===== config.mk =====
export PLATFORM = sky130hd
export DESIGN_NAME = fetch_stage
export DESIGN_NICKNAME = d
export VERILOG_FILES = /design/src/rtl/fetch_stage.sv
export SDC_FILE = /design/constraint.sdc
export NUM_CORES = 1
export LEC_CHECK = 0
export CAP_MARGIN = 10
export CORE_MARGIN = 3
export CORE_UTILIZATION = 40
export CTS_BUF_LIST = sky130_fd_sc_hd__clkbuf_16
export CTS_CLUSTER_DIAMETER = 50
export DETAILED_ROUTE_END_ITERATION = 7
export DONT_BUFFER_PORTS = 1
export PLACE_DENSITY = 0.52
export SLEW_MARGIN = 10
export SYNTH_ARGS = -nofsm -noshare
export SYNTH_HDL_FRONTEND = slang
export SYNTH_SLANG_ARGS = --single-unit

===== constraint.sdc =====
create_clock -name clk -period 2.35 [get_ports clk]
set_input_delay 0.3525 -clock clk [delete_from_list [all_inputs] [get_ports clk]]
set_output_delay 0.3525 -clock clk [all_outputs]
set_load 0.02 [all_outputs]

===== src/rtl/fetch_stage.sv =====
// Instruction-fetch stage: owns the PC, drives the instruction-memory address and
// fills the IF/ID register, honouring stalls, ID-stage redirects and end of program.
module fetch_stage #(
    parameter logic [31:0] PC_RESET   = 32'h0000_0000,
    parameter int unsigned IMEM_WORDS = 64
) (
    input  logic        clk,
    input  logic        rst_n,
    input  logic        stall,
    input  logic        redirect,
    input  logic [31:0] redirect_pc,
    input  logic [31:0] imem_rdata,
    output logic [31:0] imem_addr,
    output logic [31:0] pc_out,
    output logic [31:0] if_id_instr,
    output logic [31:0] if_id_pc4,
    output logic        if_id_valid,
    output logic        fetch_done,
    output logic [31:0] fetch_count
);

    localparam logic [0:0]  S_RUN      = 1'b0;
    localparam logic [0:0]  S_END      = 1'b1;
    localparam logic [31:0] WORD_LIMIT = 32'(IMEM_WORDS);
    localparam logic [31:0] COUNT_MAX  = 32'hFFFF_FFFF;
    localparam logic [31:0] NOP        = 32'h0000_0000;

    logic [31:0] pc;
    logic [0:0]  state;
    logic [31:0] pc_seq;
    logic [31:0] target;
    logic        seq_past_end;
    logic        target_past_end;

    // Past-end tests compare the word index (pc[31:2]) against the program size.
    always_comb begin
        pc_seq          = pc + 32'd4;
        target          = {redirect_pc[31:2], 2'b00};
        seq_past_end    = ({2'b00, pc_seq[31:2]} >= WORD_LIMIT);
        target_past_end = ({2'b00, target[31:2]} >= WORD_LIMIT);
    end

    always_ff @(posedge clk) begin
        if (!rst_n) begin
            pc          <= PC_RESET;
            state       <= S_RUN;
            if_id_instr <= NOP;
            if_id_pc4   <= 32'd0;
            if_id_valid <= 1'b0;
            fetch_count <= 32'd0;
        end else if (redirect) begin
            pc          <= target;
            state       <= target_past_end ? S_END : S_RUN;
            if_id_instr <= NOP;
            if_id_pc4   <= 32'd0;
            if_id_valid <= 1'b0;
        end else if (!stall) begin
            if (state == S_RUN) begin
                pc          <= pc_seq;
                if_id_instr <= imem_rdata;
                if_id_pc4   <= pc_seq;
                if_id_valid <= 1'b1;
                if (fetch_count != COUNT_MAX) begin
                    fetch_count <= fetch_count + 32'd1;
                end
                if (seq_past_end) begin
                    state <= S_END;
                end
            end else begin
                // Parked past the program: keep feeding bubbles until ID redirects us.
                if_id_instr <= NOP;
                if_id_pc4   <= 32'd0;
                if_id_valid <= 1'b0;
            end
        end
    end

    assign pc_out     = pc;
    assign imem_addr  = pc;
    assign fetch_done = (state == S_END);

endmodule


==> results.sh <==
export IMPL_post_cts_buffers=0
export IMPL_cts_resized=0
export IMPL_hp_class="input port to register"
export IMPL_leakagePower_uw=0.00282
export IMPL_met3_usage_pct=10.0
export IMPL_p_total_uw=5340
export IMPL_die_width_um=134
export IMPL_numCtsBuffers=17
export IMPL_worstHoldEndpoint="imem_addr[30]$_SDFFE_PN0P_"
export IMPL_skew_ps=7.54
export IMPL_hold_path_depth=2
export IMPL_drt_wirelength_per_cell_um=18.9
export IMPL_dpl_cell_area_mm2=0.00692
export IMPL_use_met1_pct=24.8
export IMPL_grt_setup_unrepaired="false"
export IMPL_grt_busiest_layer="met2"
export IMPL_post_route_min_period_ps=2210
export IMPL_drt_iter0_markers=391
export IMPL_synth_edf_count=0
export IMPL_yosysUniqueCellTypes=58
export IMPL_met2_usage_pct=34.5
export IMPL_first_pass_iters=5
export IMPL_clk_latency_ps=410
export IMPL_final_area_mm2=0.00750
export IMPL_antenna_left=0
export IMPL_dp_hpwl_um=14200
export IMPL_yosysSeqAreaShare_pct=38.8
export IMPL_async_flop_share_pct=0
export IMPL_antennaDiodeCount=0
export IMPL_cap_violations=0
export IMPL_cts_root_buf="clkbuf_16"
export IMPL_grt_max_degree=72
export IMPL_drive_gt1_share_pct=16.2
export IMPL_min_delay_start="rst_n"
export IMPL_crit_fanout=7
export IMPL_cp_data_arrival_time_ps=2520
export IMPL_htreeDepth=4
export IMPL_setup_viol=0
export IMPL_cts_clk_slew_worst_paths_ps=60
export IMPL_via_per_inst=5.45
export IMPL_track_usage_pct=21.1
export IMPL_worstMarginPinSlew_ps=851
export IMPL_place_gp_congestion=0.842
export IMPL_wl_um=19000
export IMPL_drc=0
export IMPL_io_buffers=0
export IMPL_antenna_found_initial=1
export IMPL_yosys_register_bits=126
export IMPL_hold_buffers=0
export IMPL_crit_path_end_kind="register"
export IMPL_critPathLaunch="imem_addr[3]$_SDFFE_PN0P_"
export IMPL_max_freq_ghz=0.453
export IMPL_vdd_drop_max_mv=0.442
export IMPL_num_io_pins=230
export IMPL_row_count=45
export IMPL_critical_path_class="register to register"
export IMPL_finalHoldViolations=0
export IMPL_cts_tree="yes"
export IMPL_r2r_slack_ps=140
export IMPL_r2r_end="imem_addr[16]$_SDFFE_PN0P_"
export IMPL_postSynthAreaPerCell_um2=8.42
export IMPL_grt_ovfl_total=0
export IMPL_slew_limit_headroom_pct=43.2
export IMPL_setup_tns_ps=0
export IMPL_cts_sinks=126
export IMPL_synth_cell_area_mm2=0.00650
export IMPL_worst_slack_ps=141
export IMPL_initial_core_util_pct=41.9
export IMPL_powerDensity_mw_per_mm2=711
export IMPL_worstRegToRegCells=7
export IMPL_dp_slack_ps=106
export IMPL_synthCells=773
export IMPL_vias=5491
export IMPL_synth_warnings=0
export IMPL_synth_flop_cell="dfxtp_1"
export IMPL_grt_first_pass_wirelength_um=29900
export IMPL_syn2layout_area_growth_pct=15.3
export IMPL_dieArea_mm2=0.0178
export IMPL_status="finished clean"
export IMPL_post_route_period_util_pct=94.0
export IMPL_core_area_mm2=0.0155
export IMPL_die_height_um=134
export IMPL_grt_pass1_vias=5445
export IMPL_required_ps=2660
export IMPL_final_nets=855
export IMPL_r2r_start="imem_addr[3]$_SDFFE_PN0P_"
export IMPL_clk_path_buf_depth=2
export IMPL_finalMaxSlewViolations=0
export IMPL_startpoint_type="register"
[sequential cells by signal, indices dropped and copies added (netlist names)]
signal       cells
fetch_count     32
fetch_done       1
if_id_instr     32
if_id_pc4       30
if_id_valid      1
imem_addr       30
[how the worst max path moves through the flow]
stage / depth (start not counted) / to
global placement: 7 / imem_addr[28]$_SDFFE_PN0P_
floorplan: 9 / fetch_done$_SDFFE_PN0P_
global route: 7 / imem_addr[16]$_SDFFE_PN0P_
finish: 7 / imem_addr[16]$_SDFFE_PN0P_
CTS: 7 / imem_addr[28]$_SDFFE_PN0P_
detailed placement: 7 / imem_addr[28]$_SDFFE_PN0P_
[worst max-delay path, cell delays in order (launching register included)]
cell	delay, ps
dfxtp_1	390
ha_1	190
nand3_1	170
or3_1	580
or3_1	420
xor2_1	140
o21ai_0	80
and2_1	150
[cells in the mapped netlist, drive strengths merged, types with 2 or more instances]
master,instances,area (µm²)
and4,10,87.6
o211a,3,30.0
dfxtp,126,2520
a211oi,3,22.5
a22oi,55,413
nand3,34,170
a2111oi,2,23.8
nor3b,3,22.5
nand4,25,205
nor4,13,115
and2,18,113
o21ai,18,90.1
nor4b,3,56.3
buf,53,358
nor2,125,469
or4,3,22.5
o31a,2,17.5
a21oi,20,100
nor3,18,123
and3,10,62.6
a31oi,2,12.5
or3,8,50.1
xor2,40,350
xnor2,46,403
nand2,57,214
mux2i,12,120
ha,2,25.0
nand2b,5,31.3
clkbuf,39,148
inv,3,11.3
[power by group]
| group | internal [µW] | switching (µW) | total [µW] |
|---|---|---|---|
| Combinational | 171 | 326 | 497 |
| Clock | 1640 | 945 | 2580 |
| Sequential | 2190 | 65.1 | 2260 |
| Total | 4000 | 1340 | 5340 |
[metrics by stage]
| step | utilization, % | std cells | hold WS, ps |
|---|---|---|---|
| finish | 48.3 | 1008 | 61.1 |
| global route | 48.3 | 1008 | 34.8 |
| CTS | 48.2 | 1008 | 40.3 |
| detailed placement | 44.5 | 977 | 480 |
| global placement | 44.5 | 977 | 478 |
| floorplan | - | 778 | 495 |
[layout by cell type (no fill, tap or decap), drive strengths merged, types with 8 or more instances in the layout]
cell | synthesis | routed
nor3 | 18 | 18
and4 | 10 | 10
and3 | 10 | 10
and2 | 18 | 18
mux2i | 12 | 12
nor2 | 125 | 125
a21oi | 20 | 20
buf | 53 | 80
or3 | 8 | 8
nor4 | 13 | 13
nand2 | 57 | 57
xnor2 | 46 | 46
nand4 | 25 | 25
clkbuf | 39 | 17
nand3 | 34 | 34
dfxtp | 126 | 126
xor2 | 40 | 40
o21ai | 18 | 18
a22oi | 55 | 55
[layout make-up]
type,instances,area (µm²)
Timing Repair Buffer,80,626
Multi-Input combinational cell,556,3500
Inverter,4,15.0
Tap cell,211,264
Clock inverter,14,153
Fill cell,1523,8040
Clock buffer,17,425
Sequential cell,126,2520
[layer usage]
layer  up-vias  share of wire [%]
li1       2683                  -
met1      2603                 41
met2       178                 48
met3        25                9.4
met4         2                1.7
met5         -              0.068
[cell families after synthesis]
kind of cell | share of synthesized area [%]
buf+inv | 8.00
simple gates | 27.5
mux | 1.85
fa+ha+maj | 0.385
flops | 38.8
other cells | 0.0576
compound gates | 11.8
xor+xnor | 11.6
(Power assumes the default switching activity.)
